===== config.mk =====
export PLATFORM = sky130hd
export DESIGN_NAME = series_accel_ctrl
export DESIGN_NICKNAME = d
export VERILOG_FILES = /design/src/rtl/series_ctrl_pkg.sv /design/src/rtl/ctrl_cnt.sv /design/src/rtl/series_accel_ctrl.sv
export SDC_FILE = /design/constraint.sdc
export NUM_CORES = 1
export LEC_CHECK = 0
export CAP_MARGIN = 20
export CORE_AREA = 2 2 39 41
export CTS_CLUSTER_DIAMETER = 30
export DETAILED_ROUTE_END_ITERATION = 16
export DIE_AREA = 0 0 41 43
export GPL_TIMING_DRIVEN = 0
export PLACE_DENSITY = 0.67
export SETUP_SLACK_MARGIN = 0.3
export SLEW_MARGIN = 15
export SYNTH_ARGS = -nofsm -noshare
export SYNTH_HDL_FRONTEND = slang
export SYNTH_SLANG_ARGS = --single-unit

===== constraint.sdc =====
create_clock -name clk -period 5.2 [get_ports clk]
set_input_delay 1.56 -clock clk [delete_from_list [all_inputs] [get_ports clk]]
set_output_delay 1.56 -clock clk [all_outputs]
set_load 0.01 [all_outputs]

===== src/rtl/series_ctrl_pkg.sv =====
// -----------------------------------------------------------------------------
// series_ctrl_pkg
// Shared definitions for the series-evaluation accelerator control slice:
//   - 3-bit FSM state encoding (legacy-compatible localparam constants)
//   - width helpers for the multiplier select (SW) and term index (TW)
//   - end-to-end latency helper: start edge to DONE cycle
// -----------------------------------------------------------------------------
package series_ctrl_pkg;

   typedef logic [2:0] state_t;

   localparam state_t ST_IDLE = 3'd0;
   localparam state_t ST_LOAD = 3'd1;
   localparam state_t ST_INIT = 3'd2;
   localparam state_t ST_MULT = 3'd3;
   localparam state_t ST_ADD  = 3'd4;
   localparam state_t ST_DONE = 3'd5;

   // Width of a counter holding 0..n-1, never narrower than one bit.
   function automatic int clog2_min1(input int n);
      return (n <= 2) ? 1 : $clog2(n);
   endfunction

   function automatic int sw_width(input int mult_steps);
      return clog2_min1(mult_steps);
   endfunction

   function automatic int tw_width(input int terms);
      return clog2_min1(terms);
   endfunction

   // Cycles from the edge that samples start to the DONE cycle.
   function automatic int lat_cycles(input int terms, input int mult_steps);
      return 3 + terms * (mult_steps + 1);
   endfunction

endpackage


===== src/rtl/ctrl_cnt.sv =====
// -----------------------------------------------------------------------------
// ctrl_cnt
// Generic up-counter: synchronous clear, count enable, wrap to 0 after MAX.
// Ports:
//   clk      in   clock
//   rst      in   asynchronous active-high reset (count -> 0)
//   i_clr    in   synchronous clear, dominates i_en
//   i_en     in   advance the count
//   o_cnt    out  current count [W-1:0]
//   o_tc     out  terminal flag, high while o_cnt == MAX
// -----------------------------------------------------------------------------
module ctrl_cnt #(
   parameter int MAX = 1,
   parameter int W   = 1
) (
   input  logic         clk,
   input  logic         rst,
   input  logic         i_clr,
   input  logic         i_en,
   output logic [W-1:0] o_cnt,
   output logic         o_tc
);

   localparam logic [W-1:0] MAX_V = W'(MAX);

   logic [W-1:0] r_cnt;

   // NOTE: sequential state uses non-blocking assignments so every register
   // samples pre-edge values regardless of block ordering.
   always_ff @(posedge clk or posedge rst) begin
      if (rst)
         r_cnt <= '0;
      else if (i_clr)
         r_cnt <= '0;
      else if (i_en)
         r_cnt <= (r_cnt == MAX_V) ? '0 : r_cnt + W'(1);
   end

   assign o_cnt = r_cnt;
   assign o_tc  = (r_cnt == MAX_V);

endmodule


===== src/rtl/series_accel_ctrl.sv =====
// -----------------------------------------------------------------------------
// series_accel_ctrl
// Moore control FSM for the iterative series-evaluation datapath. Sequences
// LOAD -> INIT -> (MULT x MULT_STEPS -> ADD) x TERMS -> DONE and drives the
// datapath strobes, multiplier operand select and coefficient ROM address.
// Optional feature macro: SERIES_CTRL_ABORT_EN adds i_abort / o_aborted.
// Parameters: TERMS (>=1), MULT_STEPS (>=1).
// Ports:
//   clk, rst                  clock, asynchronous active-high reset
//   i_start                   run request, sampled only in IDLE
//   i_abort                   cancel request (SERIES_CTRL_ABORT_EN only)
//   o_aborted                 one-cycle pulse after an abort (ditto)
//   o_ready / o_busy          IDLE / any other state
//   o_done                    one-cycle pulse in DONE
//   o_clr_x, o_clr_t          clear x and t (IDLE)
//   o_ld_x                    load x (LOAD)
//   o_init_t, o_init_r        preset t and r (INIT)
//   o_ld_t                    load product into t (MULT)
//   o_ld_r                    accumulate into r (ADD)
//   o_sel [SW-1:0]            multiplier operand select (step in MULT)
//   o_term_idx [TW-1:0]       coefficient ROM address (current term)
// -----------------------------------------------------------------------------
module series_accel_ctrl
   import series_ctrl_pkg::*;
#(
   parameter  int TERMS      = 8,
   parameter  int MULT_STEPS = 2,
   localparam int SW         = sw_width(MULT_STEPS),
   localparam int TW         = tw_width(TERMS)
) (
   input  logic          clk,
   input  logic          rst,
   input  logic          i_start,
`ifdef SERIES_CTRL_ABORT_EN
   input  logic          i_abort,
   output logic          o_aborted,
`endif
   output logic          o_ready,
   output logic          o_busy,
   output logic          o_done,
   output logic          o_clr_x,
   output logic          o_clr_t,
   output logic          o_ld_x,
   output logic          o_init_t,
   output logic          o_init_r,
   output logic          o_ld_t,
   output logic          o_ld_r,
   output logic [SW-1:0] o_sel,
   output logic [TW-1:0] o_term_idx
);

   state_t          r_state;
   state_t          w_next;
   logic   [SW-1:0] w_step;
   logic   [TW-1:0] w_term;
   logic            w_step_tc;
   logic            w_term_tc;
   logic            w_abort;
   logic            w_cnt_clr;

`ifdef SERIES_CTRL_ABORT_EN
   logic r_aborted;

   // Abort only cancels a run in progress; DONE always completes.
   assign w_abort = i_abort && (r_state == ST_LOAD || r_state == ST_INIT ||
                                r_state == ST_MULT || r_state == ST_ADD);

   always_ff @(posedge clk or posedge rst) begin
      if (rst) r_aborted <= 1'b0;
      else     r_aborted <= w_abort;
   end

   assign o_aborted = r_aborted;
`else
   assign w_abort = 1'b0;
`endif

   // NOTE: every combinational output gets a default before the case so no
   // path leaves a signal unassigned and no latch is inferred.
   always_comb begin
      w_next = ST_IDLE;
      case (r_state)
         ST_LOAD: w_next = ST_INIT;
         ST_INIT: w_next = ST_MULT;
         ST_MULT: w_next = w_step_tc ? ST_ADD : ST_MULT;
         ST_ADD:  w_next = w_term_tc ? ST_DONE : ST_MULT;
         ST_DONE: w_next = ST_IDLE;
         // IDLE and any out-of-range encoding behave as IDLE.
         default: w_next = i_start ? ST_LOAD : ST_IDLE;
      endcase
      if (w_abort) w_next = ST_IDLE;
   end

   always_ff @(posedge clk or posedge rst) begin
      if (rst) r_state <= ST_IDLE;
      else     r_state <= w_next;
   end

   // Clearing on entry to IDLE keeps both counters at 0 for the whole IDLE
   // stay, while DONE still presents the last term index.
   assign w_cnt_clr = (w_next == ST_IDLE);

   ctrl_cnt #(.MAX(MULT_STEPS - 1), .W(SW)) u_step_cnt (
      .clk   (clk),
      .rst   (rst),
      .i_clr (w_cnt_clr),
      .i_en  (r_state == ST_MULT),
      .o_cnt (w_step),
      .o_tc  (w_step_tc)
   );

   // The term counter stops at TERMS-1 instead of wrapping; DONE follows.
   ctrl_cnt #(.MAX(TERMS - 1), .W(TW)) u_term_cnt (
      .clk   (clk),
      .rst   (rst),
      .i_clr (w_cnt_clr),
      .i_en  ((r_state == ST_ADD) && !w_term_tc),
      .o_cnt (w_term),
      .o_tc  (w_term_tc)
   );

   always_comb begin
      o_ready  = 1'b0;
      o_done   = 1'b0;
      o_clr_x  = 1'b0;
      o_clr_t  = 1'b0;
      o_ld_x   = 1'b0;
      o_init_t = 1'b0;
      o_init_r = 1'b0;
      o_ld_t   = 1'b0;
      o_ld_r   = 1'b0;
      o_sel    = '0;
      case (r_state)
         ST_LOAD: o_ld_x = 1'b1;
         ST_INIT: begin
            o_init_t = 1'b1;
            o_init_r = 1'b1;
         end
         ST_MULT: begin
            o_ld_t = 1'b1;
            o_sel  = w_step;
         end
         ST_ADD:  o_ld_r = 1'b1;
         ST_DONE: o_done = 1'b1;
         default: begin
            o_ready = 1'b1;
            o_clr_x = 1'b1;
            o_clr_t = 1'b1;
         end
      endcase
   end

   assign o_busy     = !o_ready;
   assign o_term_idx = w_term;

endmodule


==> impl_metrics.env <==
export IMPL_critPathArrivalTime_ns=2.03
export IMPL_grtUsageTotal=0.122
export IMPL_clock_root_buffer="clkbuf_4"
export IMPL_slew_limit_headroom=0.757
export IMPL_tightest_slew_ns=0.363
export IMPL_min_period_ns=3.59
export IMPL_fp_row_count=14
export IMPL_vias=383
export IMPL_synth_area_per_cell_um2=10.2
export IMPL_fp_dieH_um=43
export IMPL_rsz0062_at_grt="no"
export IMPL_grt_max_degree=11
export IMPL_clock_latency_ns=0.25
export IMPL_grt_overflow=0
export IMPL_ir_drop_v=0.000240
export IMPL_critPathMaxFanout=10
export IMPL_fmax_mhz=279
export IMPL_skew_ns=0.000876
export IMPL_hold_viol_final=0
export IMPL_core_mm2=0.00138
export IMPL_hold_path_class="reg2reg"
export IMPL_powerDensity_mw_per_mm2=600
export IMPL_end_kind="primary output"
export IMPL_cts_inserted_buffers=3
export IMPL_grt_pass1_vias=336
export IMPL_ioPinCount=17
export IMPL_syn_cell_area_um2=488
export IMPL_place_gp_congestion=0.649
export IMPL_synth_yosys_seq_area_share=0.359
export IMPL_antenna_found_initial=0
export IMPL_n_fill_cell=144
export IMPL_finalWirelength_um=855
export IMPL_final_antenna_net_count=0
export IMPL_initial_core_util=0.353
export IMPL_area_delta_synth_final_pct=42.3
export IMPL_cap_violations=0
export IMPL_grt_pass1_wl_mm=1.46
export IMPL_cts_max_level=1
export IMPL_wire_per_inst_um=10.2
export IMPL_die_width_um=41
export IMPL_nNetsFinal=74
export IMPL_dp_hpwl_um=648
export IMPL_port_buffers=16
export IMPL_diodes=0
export IMPL_power_leakage_uw=0.000322
export IMPL_status="complete, no violations"
export IMPL_drtIter0Drc=1
export IMPL_fin_tns_setup_ns=0
export IMPL_drcViolationCount=0
export IMPL_place_inst=80
export IMPL_synth_nets=53
export IMPL_critPathLaunchType="flop"
export IMPL_fin_cells=84
export IMPL_mostFrequentLayoutCells="16 x clkdlybuf4s50_1, 7 x dfrtp_1, 4 x buf_4, 4 x nor2_1, 4 x inv_1"
export IMPL_routed_via_density=4.56
export IMPL_multi_input_area_um2=245
export IMPL_critical_path_class="reg2out"
export IMPL_setup_viol=0
export IMPL_clk_pin_slew_ns=0.05
export IMPL_cts_hold_buffers_added=0
export IMPL_ys_warn_count=0
export IMPL_final_common_cell="clkdlybuf4s50_1"
export IMPL_final_period_utilization=0.690
export IMPL_cts_sinks=7
export IMPL_dr_pass1_iters=2
export IMPL_synth_cell_types=24
export IMPL_synth_cells=48
export IMPL_total_power_uw=416
export IMPL_cts_tree="yes"
export IMPL_ys_ff_latch=7
export IMPL_drive_above_1_share=0.221
export IMPL_postCtsSetupBuffers=0
export IMPL_fp_dieArea_mm2=0.00176
export IMPL_cts_resized=0
export IMPL_clock_path_buffers=2
export IMPL_seqCellArea_um2=175
export IMPL_drv_slew=0
export IMPL_cp_required_ns=3.64
==> cell type report <==
class                           count  share of cell area
Multi-Input combinational cell     31               0.353
Sequential cell                     7               0.252
Timing Repair Buffer               16               0.231
Buffer                              6              0.0757
Clock buffer                        4              0.0378
Tap cell                           16              0.0288
Inverter                            4              0.0216
==> routing by layer <==
| layer | up-vias | track usage | share of wire |
|---|---|---|---|
| li1 | 199 | - | - |
| met1 | 165 | 0.166 | 0.48 |
| met2 | 17 | 0.172 | 0.41 |
| met3 | 2 | 0.0157 | 0.084 |
| met4 | 0 | 0.0800 | 0.029 |
| met5 | - | 0 | 0 |
==> logic make-up after synthesis <==
logic type	Yosys count	share of synthesized area
flip-flops	7	0.359
multiplexers	2	0.0410
buffers and inverters	10	0.138
XOR/XNOR	2	0.0359
AO/OA/AOI/OAI	7	0.0872
AND/OR/NAND/NOR	18	0.287
adder cells (fa/ha/maj)	2	0.0513
==> final timing paths <==
path | start | endpoint | slack, ns | depth (start not counted)
min in group asynchronous | rst | r_state[1] | 1.54 | 2
worst min register to register | u_term_cnt.o_cnt[2] | u_term_cnt.o_cnt[2] | 0.56 | 2
worst max register to register | u_term_cnt.o_cnt[0] | u_term_cnt.o_cnt[1] | 3.62 | 5
max in group asynchronous | rst | u_step_cnt.o_cnt | 3.45 | 2
worst max-delay path | r_state[1] | o_clr_x | 1.61 | 6
worst min-delay path | u_term_cnt.o_cnt[2] | u_term_cnt.o_cnt[2] | 0.56 | 2
==> cells in the mapped netlist (all sizes together) <==
| cell type | instances | share of area |
|---|---|---|
| mux2i | 2 | 0.041 |
| or2 | 1 | 0.013 |
| inv | 4 | 0.031 |
| nor3b | 2 | 0.031 |
| a21boi | 1 | 0.015 |
| and2 | 2 | 0.026 |
| or3 | 2 | 0.036 |
| nor2 | 5 | 0.044 |
| nor4b | 1 | 0.049 |
| ha | 2 | 0.051 |
| nand2 | 1 | 0.0077 |
| dfrtp | 7 | 0.36 |
| o21ai | 1 | 0.010 |
| xnor2 | 2 | 0.036 |
| o21bai | 1 | 0.015 |
| a21o | 1 | 0.015 |
| a21oi | 3 | 0.031 |
| and3b | 3 | 0.056 |
| buf | 6 | 0.11 |
| nor4 | 1 | 0.026 |
==> registers in the layout, summed over array words and instances (netlist names) <==
name              count
u_step_cnt.o_cnt      1
r_state               3
u_term_cnt.o_cnt      3
==> critical path, stage by stage (launching register included) <==
cell             delay [ns]
dfrtp_1                0.43
buf_6                  0.16
or3_1                  0.32
and2_1                 0.17
inv_1                  0.08
buf_4                  0.10
clkdlybuf4s50_1        0.52
==> where the power goes <==
part	internal, uW	switching (uW)	total [uW]
logic	165	113	278
clock network	29.3	20.4	49.7
registers	72.9	15.7	88.7
==> metrics by stage <==
step | setup WS [ns] | hold WS (ns) | utilization | area (um^2)
finish | 1.61 | 0.560 | 0.502 | 694
global route | 1.48 | 0.598 | 0.502 | 694
CTS | 1.59 | 0.564 | 0.502 | 694
detailed placement | 1.87 | 0.547 | 0.483 | 668
global placement | 1.88 | 0.538 | 0.483 | 668
floorplan | 2.31 | 0.538 | - | 488
No activity file was read; power rests on OpenSTA's default activity.
